==> src/rtl/qrs_decision.sv <==
// Adaptive-threshold QRS decision stage: classifies detector peaks, tracks SPKI/NPKI and reports RR.
// Optional searchback for missed beats is enabled with the QRS_SEARCHBACK_EN macro.
module qrs_decision #(
    parameter int DATA_WIDTH    = 16,
    parameter int LEARN_LEN     = 400,
    parameter int REFRACTORY    = 40,
    parameter int RR_WIDTH      = 12,
    parameter int RR_MISS_LIMIT = 332
) (
    input  logic                         clk,
    input  logic                         rstn,
    input  logic                         en,
    input  logic signed [DATA_WIDTH-1:0] peak_in,
    input  logic                         peak_flag,
    output logic                         timer_activation,
    output logic                         qrs_flag,
    output logic                         sb_flag,
    output logic [RR_WIDTH-1:0]          rr_interval,
    output logic [DATA_WIDTH-1:0]        threshold1
);
    localparam int LW  = DATA_WIDTH + 1;
    localparam int LCW = $clog2(LEARN_LEN + 1);
    localparam int RCW = $clog2(REFRACTORY + 1);

    typedef enum logic [1:0] {ST_LEARN, ST_DETECT, ST_REFRACT} state_t;

    state_t                state_r, state_n;
    logic signed [LW-1:0]  spki_r, spki_n, npki_r, npki_n, max_pk_r, max_pk_n;
    logic [LCW-1:0]        learn_cnt_r, learn_cnt_n;
    logic [RCW-1:0]        ref_cnt_r, ref_cnt_n;
    logic [RR_WIDTH-1:0]   rr_cnt_r, rr_cnt_n, rr_int_r, rr_int_n, rr_inc_s;
    logic                  qrs_r, qrs_n, timer_r, timer_n;
    logic signed [LW-1:0]  p_s, diff_s, thr1_s, spki_upd_s, npki_upd_s, sb_spki_s;
    logic                  qrs_det_s, noise_s, sb_hit_s;
    logic [RR_WIDTH-1:0]   sb_pos_s;

    // Rectified peak, thresholds and the 1/8 running-average updates
    assign p_s        = peak_in[DATA_WIDTH-1] ? {LW{1'b0}} : {1'b0, peak_in};
    assign diff_s     = spki_r - npki_r;
    assign thr1_s     = npki_r + (diff_s >>> 2);
    assign spki_upd_s = spki_r - (spki_r >>> 3) + (p_s >>> 3);
    assign npki_upd_s = npki_r - (npki_r >>> 3) + (p_s >>> 3);
    assign rr_inc_s   = (&rr_cnt_r) ? rr_cnt_r : rr_cnt_r + {{(RR_WIDTH-1){1'b0}}, 1'b1};
    assign qrs_det_s  = en && (state_r == ST_DETECT) && peak_flag && (p_s > thr1_s);
    assign noise_s    = en && (state_r == ST_DETECT) && peak_flag && !(p_s > thr1_s);

`ifdef QRS_SEARCHBACK_EN
    logic signed [LW-1:0]  sb_pk_r, thr2_s;
    logic [RR_WIDTH-1:0]   sb_pos_r;
    logic                  sb_r;

    assign thr2_s    = thr1_s >>> 1;
    assign sb_hit_s  = en && (state_r == ST_DETECT) && !qrs_det_s &&
                       (rr_cnt_r >= RR_WIDTH'(RR_MISS_LIMIT)) && (sb_pk_r > thr2_s);
    assign sb_spki_s = spki_r - (spki_r >>> 2) + (sb_pk_r >>> 2);
    assign sb_pos_s  = sb_pos_r;
    assign sb_flag   = sb_r & en;

    // Largest noise peak since the last QRS and its position, plus the searchback pulse
    always_ff @(posedge clk or negedge rstn) begin
        if (!rstn) begin
            sb_pk_r  <= {LW{1'b0}};
            sb_pos_r <= {RR_WIDTH{1'b0}};
            sb_r     <= 1'b0;
        end else if (en) begin
            sb_r <= sb_hit_s;
            if (qrs_det_s || sb_hit_s) begin
                sb_pk_r  <= {LW{1'b0}};
                sb_pos_r <= {RR_WIDTH{1'b0}};
            end else if (noise_s && (p_s > sb_pk_r)) begin
                sb_pk_r  <= p_s;
                sb_pos_r <= rr_cnt_r;
            end else begin
                sb_pk_r  <= sb_pk_r;
                sb_pos_r <= sb_pos_r;
            end
        end else begin
            sb_r <= sb_r;
        end
    end
`else
    assign sb_hit_s  = 1'b0;
    assign sb_spki_s = spki_r;
    assign sb_pos_s  = {RR_WIDTH{1'b0}};
    assign sb_flag   = 1'b0;
`endif

    // Next-state logic; every register holds while en is low
    always_comb begin
        state_n     = state_r;
        spki_n      = spki_r;
        npki_n      = npki_r;
        max_pk_n    = max_pk_r;
        learn_cnt_n = learn_cnt_r;
        ref_cnt_n   = ref_cnt_r;
        rr_cnt_n    = rr_cnt_r;
        rr_int_n    = rr_int_r;
        qrs_n       = qrs_r;
        timer_n     = timer_r;
        if (en) begin
            qrs_n = 1'b0;
            case (state_r)
                ST_LEARN: begin
                    if (peak_flag && (p_s > max_pk_r)) begin
                        max_pk_n = p_s;
                    end else begin
                        max_pk_n = max_pk_r;
                    end
                    if (learn_cnt_r == LCW'(LEARN_LEN - 1)) begin
                        state_n     = ST_DETECT;
                        spki_n      = max_pk_n;
                        npki_n      = max_pk_n >>> 3;
                        learn_cnt_n = {LCW{1'b0}};
                    end else begin
                        learn_cnt_n = learn_cnt_r + {{(LCW-1){1'b0}}, 1'b1};
                    end
                end
                ST_DETECT: begin
                    rr_cnt_n = rr_inc_s;
                    if (qrs_det_s) begin
                        spki_n    = spki_upd_s;
                        rr_int_n  = rr_cnt_r;
                        rr_cnt_n  = {RR_WIDTH{1'b0}};
                        ref_cnt_n = RCW'(REFRACTORY - 1);
                        qrs_n     = 1'b1;
                        state_n   = ST_REFRACT;
                    end else if (sb_hit_s) begin
                        spki_n    = sb_spki_s;
                        rr_int_n  = sb_pos_s;
                        rr_cnt_n  = rr_cnt_r - sb_pos_s;
                        ref_cnt_n = RCW'(REFRACTORY - 1);
                        qrs_n     = 1'b1;
                        state_n   = ST_REFRACT;
                    end else if (noise_s) begin
                        npki_n = npki_upd_s;
                    end else begin
                        npki_n = npki_r;
                    end
                end
                ST_REFRACT: begin
                    rr_cnt_n = rr_inc_s;
                    if (ref_cnt_r == {RCW{1'b0}}) begin
                        state_n = ST_DETECT;
                    end else begin
                        ref_cnt_n = ref_cnt_r - {{(RCW-1){1'b0}}, 1'b1};
                    end
                end
                default: begin
                    state_n = ST_LEARN;
                end
            endcase
            timer_n = (state_n == ST_REFRACT);
        end else begin
            qrs_n = qrs_r;
        end
    end

    // State and datapath registers
    always_ff @(posedge clk or negedge rstn) begin
        if (!rstn) begin
            state_r     <= ST_LEARN;
            spki_r      <= {LW{1'b0}};
            npki_r      <= {LW{1'b0}};
            max_pk_r    <= {LW{1'b0}};
            learn_cnt_r <= {LCW{1'b0}};
            ref_cnt_r   <= {RCW{1'b0}};
            rr_cnt_r    <= {RR_WIDTH{1'b0}};
            rr_int_r    <= {RR_WIDTH{1'b0}};
            qrs_r       <= 1'b0;
            timer_r     <= 1'b0;
        end else begin
            state_r     <= state_n;
            spki_r      <= spki_n;
            npki_r      <= npki_n;
            max_pk_r    <= max_pk_n;
            learn_cnt_r <= learn_cnt_n;
            ref_cnt_r   <= ref_cnt_n;
            rr_cnt_r    <= rr_cnt_n;
            rr_int_r    <= rr_int_n;
            qrs_r       <= qrs_n;
            timer_r     <= timer_n;
        end
    end

    assign qrs_flag         = qrs_r & en;
    assign timer_activation = timer_r;
    assign rr_interval      = rr_int_r;
    assign threshold1       = thr1_s[DATA_WIDTH-1:0];
endmodule

==> config.mk <==
export PLATFORM = sky130hd
export DESIGN_NAME = qrs_decision
export DESIGN_NICKNAME = d
export VERILOG_FILES = /design/src/rtl/qrs_decision.sv
export SDC_FILE = /design/constraint.sdc
export NUM_CORES = 1
export LEC_CHECK = 0
export ABC_AREA = 0
export BUFFER_PORTS_ARGS = -buffer_cell sky130_fd_sc_hd__buf_2
export CAP_MARGIN = 20
export CORE_ASPECT_RATIO = 0.6
export CORE_MARGIN = 5
export CORE_UTILIZATION = 45
export DETAILED_ROUTE_END_ITERATION = 8
export GPL_TIMING_DRIVEN = 0
export PLACE_DENSITY = 0.59
export SYNTH_ARGS = -nofsm -noshare
export SYNTH_HDL_FRONTEND = slang
export SYNTH_SLANG_ARGS = --single-unit
==> constraint.sdc <==
create_clock -name clk -period 12.09 [get_ports clk]
set_clock_uncertainty 0.1 [all_clocks]
set_input_delay 2.418 -clock clk [delete_from_list [all_inputs] [get_ports clk]]
set_output_delay 2.418 -clock clk [all_outputs]
set_load 0.05 [all_outputs]
==> results.json <==
{
  "status": "finished clean",
  "period_share_pct": 59.0,
  "route.detailed.drc": 0,
  "r2r_slack_ns": 5.49,
  "tightest_slew_ns": 1.12,
  "maxCapViolations": 0,
  "r2r-start": "npki_r[2]",
  "synth_top_family_by_area": "adder cells",
  "via_per_inst": 5.41,
  "fill_cells": 1914,
  "fp.dieH_um": 120,
  "endpoint_kind": "primary output",
  "die_x_um": 193,
  "cts_sinks": 94,
  "most-common-layout-cells": "143 x inv_1, 113 x ha_1, 94 x dfrtp_1, 86 x a21oi_1, 72 x nand2_1",
  "cts-resized-gates": 0,
  "yosys_warnings": 0,
  "setup_viol": 0,
  "hold-worst-slack_ns": 0.380,
  "min_path_cells": 1,
  "rows": 40,
  "n_antenna_cell": 0,
  "grt_usage_pct": 21.8,
  "setup_tns_ns": 0,
  "initial_core_util_pct": 45.5,
  "numPortBuffers": 49,
  "area_delta_synth_final_pct": 10.2,
  "antenna_found_initial": 0,
  "hold_class": "reg2reg",
  "syn_inst": 1031,
  "numCtsBuffers": 9,
  "synth-seq-cells": 94,
  "clock_latency_ns": 0.36,
  "drv_slew": 0,
  "syn_nets": 1189,
  "synth-adder-area-share_pct": 21.2,
  "rsz0062_at_grt": "no",
  "drive_gt1_share_pct": 10.3,
  "wl_per_cell_um": 17.8,
  "required_ns": 9.57,
  "hold_end": "qrs_r",
  "clkTransAtPathRegs_ns": 0.07,
  "grt_first_pass_wirelength_mm": 39.3,
  "tritoncts": "done",
  "overflow": 0,
  "fmax_mhz": 140,
  "synth-edff-count": 0,
  "ys.flop_type": "dfrtp_1",
  "seq_area_sq_mm": 0.00235,
  "crit_type": "reg2out",
  "yosysUniqueCellTypes": 69,
  "wirelength_mm": 24.3,
  "layout_commonest_cell": "inv_1",
  "first_iter_violations": 562,
  "htree_num_levels": 3,
  "arrival_ns": 4.61,
  "reg2reg_depth": 28,
  "cp-start-kind": "flop",
  "cts-root-buf": "clkbuf_16",
  "post_cts_buffers": 0,
  "seq_area_frac_synth_pct": 26.1,
  "grt_max_degree": 51,
  "timing.rr.end": "npki_r[12]",
  "synth_simple_gate_area_share_pct": 14.6,
  "cp_max_fo": 4,
  "synthArstFlopShare_pct": 100,
  "relSlewSlack_pct": 24.9,
  "grt_pass1_vias": 6947,
  "drtPass1Iterations": 5,
  "cts_hold_buf": 0,
  "hold_viol": 0,
  "synth_compound_area_share_pct": 17.3,
  "multi_input_comb_area_sq_mm": 0.00600,
  "avgSynthCellArea_sq_um": 8.74,
  "clockBufferDepth": 2,
  "fp.coreArea_sq_mm": 0.0198,
  "fin_nets": 1250,
  "muxShareOfSynthArea_pct": 7.46,
  "layout_min_cycle_time_ns": 7.13,
  "antenna_left": 0,
  "synthXorXnorAreaFrac_pct": 5.93,
  "io_pins": 51,
  "place_congestion": 0.930,
  "die_area_sq_mm": 0.0230,
  "synth_area_sq_mm": 0.00901,
  "vias": 7412,
  "hp-start": "qrs_r",
  "dp_hpwl_mm": 20.1
}
[kinds of logic (layout without fill, tap and decap cells)]
logic type / count (synthesis) / count (layout)
buffers and inverters: 166 / 232
adders and majority gates: 138 / 138
other: 1 / 1
DFF: 94 / 94
and+or+nand+nor: 269 / 269
muxes: 64 / 64
AOI/OAI and AO/OA: 238 / 238
xor gates and xnor gates: 61 / 61
[how the worst max path moves through the flow]
stage	slack, ns	start	end
global route	4.65	npki_r[2]	threshold1[14]
finish	4.96	npki_r[2]	threshold1[14]
CTS	4.97	npki_r[2]	threshold1[14]
floorplan	5.58	npki_r[2]	threshold1[14]
detailed placement	5.38	npki_r[2]	threshold1[14]
global placement	5.36	npki_r[2]	threshold1[14]
[cell usage after synthesis (all sizes together), types with 2 or more instances]
| cell type | n | area, sq um |
|---|---|---|
| inv | 143 | 537 |
| ha | 113 | 1410 |
| dfrtp | 94 | 2350 |
| a21oi | 86 | 430 |
| nand2 | 72 | 270 |
| nor2 | 66 | 248 |
| o21ai | 47 | 235 |
| xnor2 | 41 | 359 |
| mux2i | 39 | 390 |
| fa | 25 | 500 |
| mux2 | 25 | 282 |
| a21o | 23 | 173 |
| nand2b | 22 | 138 |
| nand3 | 22 | 110 |
| nor3 | 21 | 105 |
| xor2 | 20 | 175 |
| nor2b | 15 | 93.8 |
| a31oi | 14 | 93.8 |
| clkbuf | 14 | 52.6 |
| and3 | 11 | 73.8 |
| o21a | 11 | 82.6 |
| nand4 | 10 | 62.6 |
| o21bai | 10 | 75.1 |
| buf | 9 | 70.1 |
| and2 | 8 | 50.1 |
| o211ai | 7 | 52.6 |
| or3 | 6 | 37.5 |
| a211oi | 5 | 50.1 |
| a31o | 5 | 43.8 |
| and4 | 4 | 35.0 |
| o22ai | 4 | 25.0 |
| o41ai | 4 | 42.6 |
| a311oi | 3 | 43.8 |
| a41oi | 3 | 45.1 |
| or2 | 3 | 18.8 |
| nand3b | 2 | 15.0 |
| o22a | 2 | 17.5 |
| o311ai | 2 | 17.5 |
| o31a | 2 | 17.5 |
[state kept, by name (all words and copies together), names as in the netlist]
name	cells
state_r	2
npki_r	17
ref_cnt_r	6
max_pk_r	17
qrs_r	1
rr_interval	12
rr_cnt_r	12
sb_spki_s	17
timer_activation	1
learn_cnt_r	9
[per-stage QoR]
| stage | worst slack [ns] | instances | instance area (sq um) | util, % |
|---|---|---|---|---|
| 6_report | 4.96 | 1370 | 9930 | 50.1 |
| 5_1_grt | 4.65 | 1370 | 9930 | 50.1 |
| 4_1_cts | 4.97 | 1370 | 9930 | 50.1 |
| 3_5_place_dp | 5.38 | 1354 | 9630 | 48.6 |
| 3_3_place_gp | 5.36 | 1353 | 9600 | 48.4 |
| 2_1_floorplan | 5.58 | 1031 | 9010 | - |
[final cells by class]
class	count	share of cell area, %
buffer	23	1.23
clock buffer	10	2.41
clock inverter	6	0.643
inverter	143	5.41
multi-input combinational	771	60.4
sequential	94	23.7
tap	273	3.44
timing repair buffer	50	2.77
[per-layer routing]
metal  share of wire, %  vias up  global-route usage, %
met5                  0        -                      0
met4               0.44        0                   3.07
met3                7.5        7                   4.51
met2                 35      203                   26.6
met1                 57     3517                   38.1
li1                   -     3685                      -
[worst max-delay path: stages (launching register included)]
cell and delay, ns:
dfrtp_1 0.38, inv_1 0.10, ha_1 0.35, a21o_1 0.17
a31o_2 0.25, and2_1 0.19, o21a_1 0.18, nor2_1 0.11
xnor2_1 0.13, ha_1 0.30, o21a_1 0.20, o31a_1 0.11
o21ai_0 0.24, o211ai_1 0.17, nand3_1 0.17, o21ai_0 0.11
a21oi_1 0.26, o21bai_1 0.11, a21oi_1 0.25, xnor2_1 0.18
buf_2 0.30
Power is left out: the tool's default activity adds up to more than one toggle a clock period on the data nets, which glitch-free logic cannot reach.
